<file path="src/rtl/bsg_sha_pkg.sv">
// Shared definitions for the miner's result-sequencing logic.
//   HashWidth   - width of one double-SHA result
//   TargetWidth - width of the difficulty target and of the compared hash word
//   CountWidth  - width of the checked-results counter
//   state_e     - target-check arbiter FSM states
package bsg_sha_pkg;

    localparam int unsigned HashWidth   = 256;
    localparam int unsigned TargetWidth = 32;
    localparam int unsigned CountWidth  = 32;

    typedef enum logic [1:0] {
        StIdle  = 2'd0,
        StCheck = 2'd1,
        StDone  = 2'd2
    } state_e;

endpackage

</file>
<file path="src/rtl/bsg_target_check_arbiter_if.sv">
// Bundle between the SHA core array, the target-check arbiter and the result collector.
// Names are from the arbiter's point of view.
//   core side  : v_i, data_i, nonce_i (from cores), yumi_o (to cores, one-hot)
//   result side: v_o, found_o, nonce_o, core_id_o (to collector), yumi_i (from collector)
// Modports:
//   slave  - the arbiter
//   master - the environment (cores + collector)
interface bsg_target_check_arbiter_if #(
    parameter int unsigned num_cores_p   = 4,
    parameter int unsigned nonce_width_p = 32
);
    import bsg_sha_pkg::*;

    localparam int unsigned id_width_lp = $clog2(num_cores_p);

    logic [num_cores_p-1:0]               v_i;
    logic [num_cores_p*HashWidth-1:0]     data_i;
    logic [num_cores_p*nonce_width_p-1:0] nonce_i;
    logic [num_cores_p-1:0]               yumi_o;

    logic                     v_o;
    logic                     found_o;
    logic [nonce_width_p-1:0] nonce_o;
    logic [id_width_lp-1:0]   core_id_o;
    logic                     yumi_i;

    modport slave (
        input  v_i, data_i, nonce_i, yumi_i,
        output yumi_o, v_o, found_o, nonce_o, core_id_o
    );

    modport master (
        output v_i, data_i, nonce_i, yumi_i,
        input  yumi_o, v_o, found_o, nonce_o, core_id_o
    );

endinterface

</file>
<file path="src/rtl/bsg_rr_pick.sv">
// Combinational round-robin picker.
//   v_i     - request vector
//   ptr_i   - highest-priority index this cycle
//   grant_o - one-hot grant: first set request scanning upward from ptr_i with wrap
//   id_o    - encoded index of the granted request (0 when none)
//   any_o   - at least one request is set
// num_cores_p must be a power of two so the index addition wraps naturally.
module bsg_rr_pick #(
    parameter  int unsigned num_cores_p = 4,
    localparam int unsigned id_width_lp = $clog2(num_cores_p)
) (
    input  logic [num_cores_p-1:0] v_i,
    input  logic [id_width_lp-1:0] ptr_i,
    output logic [num_cores_p-1:0] grant_o,
    output logic [id_width_lp-1:0] id_o,
    output logic                   any_o
);

    logic                   hit;
    logic [id_width_lp-1:0] idx;

    always_comb begin
        grant_o = '0;
        id_o    = '0;
        hit     = 1'b0;
        idx     = '0;
        for (int unsigned i = 0; i < num_cores_p; i++) begin
            idx = ptr_i + id_width_lp'(i);
            if (!hit && v_i[idx]) begin
                hit          = 1'b1;
                grant_o[idx] = 1'b1;
                id_o         = idx;
            end
        end
    end

    assign any_o = |v_i;

endmodule

</file>
<file path="src/rtl/bsg_target_check_arbiter.sv">
// Shares one target-compare stage between num_cores_p SHA cores.
//   clk_i, reset_i  - clock, synchronous active-high reset
//   target_v_i      - load target_i into the target register
//   target_i        - difficulty target (unsigned)
//   checked_count_o - results compared since reset (wraps)
//   bus_io          - core-side request/consume and result-side handshake
// Flow: IDLE grants one core round-robin and snapshots its hash word, nonce and the
// current target; CHECK does the strict unsigned compare; DONE holds the result until
// the collector consumes it, then advances the round-robin pointer past the winner.
module bsg_target_check_arbiter
    import bsg_sha_pkg::*;
#(
    parameter  int unsigned num_cores_p   = 4,
    parameter  int unsigned nonce_width_p = 32,
    localparam int unsigned id_width_lp   = $clog2(num_cores_p)
) (
    input  logic                   clk_i,
    input  logic                   reset_i,
    input  logic                   target_v_i,
    input  logic [TargetWidth-1:0] target_i,
    output logic [CountWidth-1:0]  checked_count_o,
    bsg_target_check_arbiter_if.slave bus_io
);

    state_e                   state_q, state_d;
    logic [id_width_lp-1:0]   rr_ptr_q, rr_ptr_d;
    logic [id_width_lp-1:0]   id_q, id_d;
    logic [TargetWidth-1:0]   word_q, word_d;
    logic [TargetWidth-1:0]   snap_q, snap_d;
    logic [TargetWidth-1:0]   target_q, target_d;
    logic [CountWidth-1:0]    count_q, count_d;
    logic [nonce_width_p-1:0] nonce_q, nonce_d;
    logic                     found_q, found_d;

    logic [num_cores_p-1:0]   grant;
    logic [id_width_lp-1:0]   grant_id;
    logic                     grant_any;
    logic [TargetWidth-1:0]   grant_word;
    logic [nonce_width_p-1:0] grant_nonce;
    logic [num_cores_p-1:0]   yumi;

    bsg_rr_pick #(
        .num_cores_p(num_cores_p)
    ) u_pick (
        .v_i    (bus_io.v_i),
        .ptr_i  (rr_ptr_q),
        .grant_o(grant),
        .id_o   (grant_id),
        .any_o  (grant_any)
    );

    // One-hot AND-OR mux; only the low word of each hash takes part in the compare.
    always_comb begin
        grant_word  = '0;
        grant_nonce = '0;
        for (int unsigned k = 0; k < num_cores_p; k++) begin
            if (grant[k]) begin
                grant_word  = grant_word  | bus_io.data_i[k*HashWidth +: TargetWidth];
                grant_nonce = grant_nonce | bus_io.nonce_i[k*nonce_width_p +: nonce_width_p];
            end
        end
    end

    always_comb begin
        state_d  = state_q;
        rr_ptr_d = rr_ptr_q;
        id_d     = id_q;
        word_d   = word_q;
        snap_d   = snap_q;
        count_d  = count_q;
        nonce_d  = nonce_q;
        found_d  = found_q;
        yumi     = '0;
        target_d = target_v_i ? target_i : target_q;

        unique case (state_q)
            StIdle: begin
                if (grant_any) begin
                    yumi    = grant;
                    word_d  = grant_word;
                    nonce_d = grant_nonce;
                    id_d    = grant_id;
                    // Snapshot before any load this cycle takes effect.
                    snap_d  = target_q;
                    state_d = StCheck;
                end
            end
            StCheck: begin
                found_d = (word_q < snap_q);
                count_d = count_q + 32'd1;
                state_d = StDone;
            end
            StDone: begin
                if (bus_io.yumi_i) begin
                    rr_ptr_d = id_q + id_width_lp'(1);
                    state_d  = StIdle;
                end
            end
            default: state_d = StIdle;
        endcase
    end

    always_ff @(posedge clk_i) begin
        if (reset_i) begin
            state_q  <= StIdle;
            rr_ptr_q <= '0;
            id_q     <= '0;
            word_q   <= '0;
            snap_q   <= '0;
            target_q <= '0;
            count_q  <= '0;
            nonce_q  <= '0;
            found_q  <= 1'b0;
        end else begin
            state_q  <= state_d;
            rr_ptr_q <= rr_ptr_d;
            id_q     <= id_d;
            word_q   <= word_d;
            snap_q   <= snap_d;
            target_q <= target_d;
            count_q  <= count_d;
            nonce_q  <= nonce_d;
            found_q  <= found_d;
        end
    end

    // A core must never see a consume while the block is being reset.
    assign bus_io.yumi_o    = reset_i ? '0 : yumi;
    assign bus_io.v_o       = (state_q == StDone);
    assign bus_io.found_o   = found_q;
    assign bus_io.nonce_o   = nonce_q;
    assign bus_io.core_id_o = id_q;
    assign checked_count_o  = count_q;

endmodule
</file>
<file path="src/flat_wrapper.sv">
// flat-port wrapper written by rule: the top's interface ports become plain ports
module bsg_target_check_arbiter_flat import bsg_sha_pkg::*;
#(
    parameter  int unsigned num_cores_p   = 4,
    parameter  int unsigned nonce_width_p = 32,
    localparam int unsigned id_width_lp   = $clog2(num_cores_p)
)
  (clk_i, reset_i, target_v_i, target_i, checked_count_o, bus_io_v_i, bus_io_data_i, bus_io_nonce_i, bus_io_yumi_i, bus_io_yumi_o, bus_io_v_o, bus_io_found_o, bus_io_nonce_o, bus_io_core_id_o);
  bsg_target_check_arbiter_if #(.num_cores_p(num_cores_p), .nonce_width_p(nonce_width_p)) bus_io_i ();
  input  logic clk_i;
  input  logic reset_i;
  input  logic target_v_i;
  input  logic [TargetWidth-1:0] target_i;
  output logic [CountWidth-1:0] checked_count_o;
  input wire logic [$bits(bus_io_i.v_i)-1:0] bus_io_v_i;
  input wire logic [$bits(bus_io_i.data_i)-1:0] bus_io_data_i;
  input wire logic [$bits(bus_io_i.nonce_i)-1:0] bus_io_nonce_i;
  input wire logic [$bits(bus_io_i.yumi_i)-1:0] bus_io_yumi_i;
  output wire logic [$bits(bus_io_i.yumi_o)-1:0] bus_io_yumi_o;
  output wire logic [$bits(bus_io_i.v_o)-1:0] bus_io_v_o;
  output wire logic [$bits(bus_io_i.found_o)-1:0] bus_io_found_o;
  output wire logic [$bits(bus_io_i.nonce_o)-1:0] bus_io_nonce_o;
  output wire logic [$bits(bus_io_i.core_id_o)-1:0] bus_io_core_id_o;
  assign bus_io_i.v_i = bus_io_v_i;
  assign bus_io_i.data_i = bus_io_data_i;
  assign bus_io_i.nonce_i = bus_io_nonce_i;
  assign bus_io_i.yumi_i = bus_io_yumi_i;
  assign bus_io_yumi_o = bus_io_i.yumi_o;
  assign bus_io_v_o = bus_io_i.v_o;
  assign bus_io_found_o = bus_io_i.found_o;
  assign bus_io_nonce_o = bus_io_i.nonce_o;
  assign bus_io_core_id_o = bus_io_i.core_id_o;
  bsg_target_check_arbiter #(.num_cores_p(num_cores_p), .nonce_width_p(nonce_width_p)) u_core (.clk_i(clk_i), .reset_i(reset_i), .target_v_i(target_v_i), .target_i(target_i), .checked_count_o(checked_count_o), .bus_io(bus_io_i));
endmodule
</file>
<file path="config.mk">
export PLATFORM = sky130hd
export DESIGN_NAME = bsg_target_check_arbiter_flat
export DESIGN_NICKNAME = d
export VERILOG_FILES = /design/src/rtl/bsg_sha_pkg.sv /design/src/rtl/bsg_target_check_arbiter_if.sv /design/src/rtl/bsg_rr_pick.sv /design/src/rtl/bsg_target_check_arbiter.sv /design/src/flat_wrapper.sv
export SDC_FILE = /design/constraint.sdc
export NUM_CORES = 1
export LEC_CHECK = 0
export CORE_AREA = 2 2 497 499
export DETAILED_ROUTE_END_ITERATION = 12
export DIE_AREA = 0 0 499 501
export SYNTH_ARGS = -nofsm -noshare
export SYNTH_HDL_FRONTEND = slang
export SYNTH_SLANG_ARGS = --single-unit
</file>
<file path="constraint.sdc">
create_clock -name clk_i -period 3.2 [get_ports clk_i]
set_input_delay 0.64 -clock clk_i [delete_from_list [all_inputs] [get_ports clk_i]]
set_output_delay 0.64 -clock clk_i [all_outputs]
set_load 0.01 [all_outputs]
</file>
==> flow_metrics.env <==
export IMPL_outcome="finished with violations"
export IMPL_violations="setup timing"
export IMPL_layout_area_overhead_vs_synth_pct=96.6
export IMPL_leakage_nw=5.24
export IMPL_synth_ff_type="dfxtp_1"
export IMPL_start_util_pct=3.72
export IMPL_clkLatencyLatePin_ns=0.52
export IMPL_routed_wl_um=68700
export IMPL_synth_distinct_cells=49
export IMPL_antenna_found_initial=91
export IMPL_synth_fp_nets=2206
export IMPL_synth_cells=975
export IMPL_required_ns=2.56
export IMPL_grt_pass1_wl_um=86000
export IMPL_core_sq_mm=0.245
export IMPL_finalSetupTns_ns=-0.409
export IMPL_root_buffer="clkbuf_16"
export IMPL_setup_viol=4
export IMPL_period_share_pct=104
export IMPL_maxCapViolations=0
export IMPL_core_rowCount=182
export IMPL_synthTopCellsByCount="dfxtp_1 (167), nor2_1 (135), nand2_1 (82)"
export IMPL_grt_max_degree=121
export IMPL_cts_htree_levels=4
export IMPL_place_congestion=0.797
export IMPL_hold_class="flip-flop to flip-flop"
export IMPL_die_x_um=499
export IMPL_io_buffer_count=367
export IMPL_cts_tree="yes"
export IMPL_final_cell_area_sq_mm=0.0179
export IMPL_nets=2578
export IMPL_finalCriticalPeriod_ns=3.33
export IMPL_synth_seq_area_share_pct=36.7
export IMPL_startpoint_type="flip-flop"
export IMPL_yosysMostFrequentCell="dfxtp_1"
export IMPL_die_y_um=501
export IMPL_clkSinkCount=167
export IMPL_postSynthAreaPerCell_sq_um=9.34
export IMPL_wl_per_cell_um=15.0
export IMPL_p_total_mw=7.25
export IMPL_postRouteAntennaNets=0
export IMPL_relSlewSlack_pct=40.1
export IMPL_skew_ns=0.0230
export IMPL_synth_edff_count=0
export IMPL_whs_ns=0.439
export IMPL_grt_usage_pct=5.27
export IMPL_cts_inserted_buffers=17
export IMPL_crit_type="flip-flop to primary output"
export IMPL_ir_worst_vdd_v=0.000319
export IMPL_instances_no_fill=4595
export IMPL_slew_viol_final=0
export IMPL_first_global_vias=9226
export IMPL_crit_path_max_fanout=4
export IMPL_post_route_drc_count=0
export IMPL_synth_top_area_cell="dfxtp_1"
export IMPL_place_inst=4537
export IMPL_dp_hpwl_um=57200
export IMPL_place_ws_ns=-0.549
export IMPL_yosys_top_cells_area="dfxtp_1 (37%), a221oi_2 (8.1%), a211oi_2 (6.7%)"
export IMPL_viasPerCell=2.07
export IMPL_fmax_mhz=300
export IMPL_worst_pin_slew_ns=0.898
export IMPL_synth_area_sq_mm=0.00911
export IMPL_final_hold_violation_count=0
export IMPL_drive_above_1_share_pct=17.6
export IMPL_crit_path_end_kind="primary output"
export IMPL_async_flop_share_pct=0
export IMPL_ys_seq_elements=167
export IMPL_grt_overflow=0
export IMPL_worstPathArrival_ns=2.69
export IMPL_path_clk_slew_ns=0.09
export IMPL_post_route_util_pct=7.31
export IMPL_yosys_warnings=0
export IMPL_cts_path_max_buffers=2
export IMPL_io_pins=1264
export IMPL_timing_final_ws_setup_ns=-0.133
export IMPL_power_density_mw_per_mm2=405
export IMPL_vias=9518
export IMPL_dieArea_sq_mm=0.250
export IMPL_rsz0062_at_grt="yes"
export IMPL_firstDrtPassIters=5
export IMPL_drt_iter0_drc=584
export IMPL_dpl_instance_area_sq_mm=0.0170
export IMPL_synth_top_area_share_pct=36.7
layer usage:
layer	up-vias	GRT usage (%)	wire, um
li1	4354	-	-
met3	188	2.44	6150
met1	4523	5.46	24500
met2	413	8.67	34300
met5	-	0	232
met4	40	3.20	3530
kinds of logic after synthesis:
group,synth area share (%)
muxes,4.86
adders and majority gates,5.36
xor gates and xnor gates,2.40
DFF,36.7
and+or+nand+nor,14.1
AOI/OAI and AO/OA,29.6
buffers and inverters,6.98
cell type report:
| cell class | instances | area (sq um) |
|---|---|---|
| fillers | 28500 | 227000 |
| multi-input cells | 683 | 5290 |
| repair buffers | 433 | 4420 |
| well taps | 3220 | 4030 |
| flip-flops and latches | 167 | 3350 |
| clock buffers | 18 | 439 |
| clock inverters | 14 | 174 |
| inverters | 45 | 169 |
| diodes | 15 | 37.5 |
where the power goes:
| group | switching, mW | internal [mW] |
|---|---|---|
| registers | 0.206 | 2.27 |
| logic | 1.28 | 1.16 |
| clock network | 1.26 | 1.08 |
repair_timing:
item / 4_1_cts / 5_1_grt
setup buffers: 9 / 4
endpoints found under the setup margin: 5 / 17
hold buffers: 0 / 0
pin swaps: 10 / 7
resized for setup: 25 / 21
gates cloned: 0 / 3
critical path, stage by stage, from the launching register on:
cell,delay (ns)
dfxtp_2,0.34
inv_2,0.05
ha_4,0.26
or3b_4,0.39
a2111oi_4,0.38
nor3_4,0.12
buf_6,0.14
o2111ai_4,0.21
and2_4,0.19
buf_6,0.09
placed cells by master, fill, tap and decap left out, types with 10 or more instances in the layout:
cell	n
xnor2_1	12
buf_4	45
nand4_1	15
a211oi_1	14
dfxtp_1	165
clkdlybuf4s50_1	361
a21oi_1	52
mux2i_1	33
nand3_1	12
diode_2	15
a221oi_1	13
clkbuf_16	20
a22oi_1	64
nor2_1	134
nand2_1	82
a221oi_2	51
o21ai_0	12
buf_12	10
a21o_1	12
inv_1	43
a211oi_2	54
ha_1	38
xor2_1	13
state kept, by name (all words and copies together), names as in the netlist:
name / count
u_core.bus_io.nonce_o: 32
u_core.checked_count_o: 32
u_core.snap_q: 32
u_core.target_q: 32
u_core.word_q: 32
u_core.bus_io.core_id_o: 2
u_core.rr_ptr_q: 2
u_core.state_q: 2
u_core.bus_io.found_o: 1
final timing paths:
| path | depth (start not counted) | slack, ns | endpoint | from |
|---|---|---|---|---|
| worst max-delay path | 9 | -0.13 | bus_io_yumi_o[1] | u_core.rr_ptr_q[1] |
| worst min register to register | 2 | 0.44 | u_core.snap_q[4] | u_core.target_q[4] |
| worst min-delay path | 2 | 0.44 | u_core.snap_q[4] | u_core.target_q[4] |
| worst max register to register | 12 | 0.14 | u_core.word_q[30] | u_core.rr_ptr_q[0] |
Power figures use the tool's default switching activity.
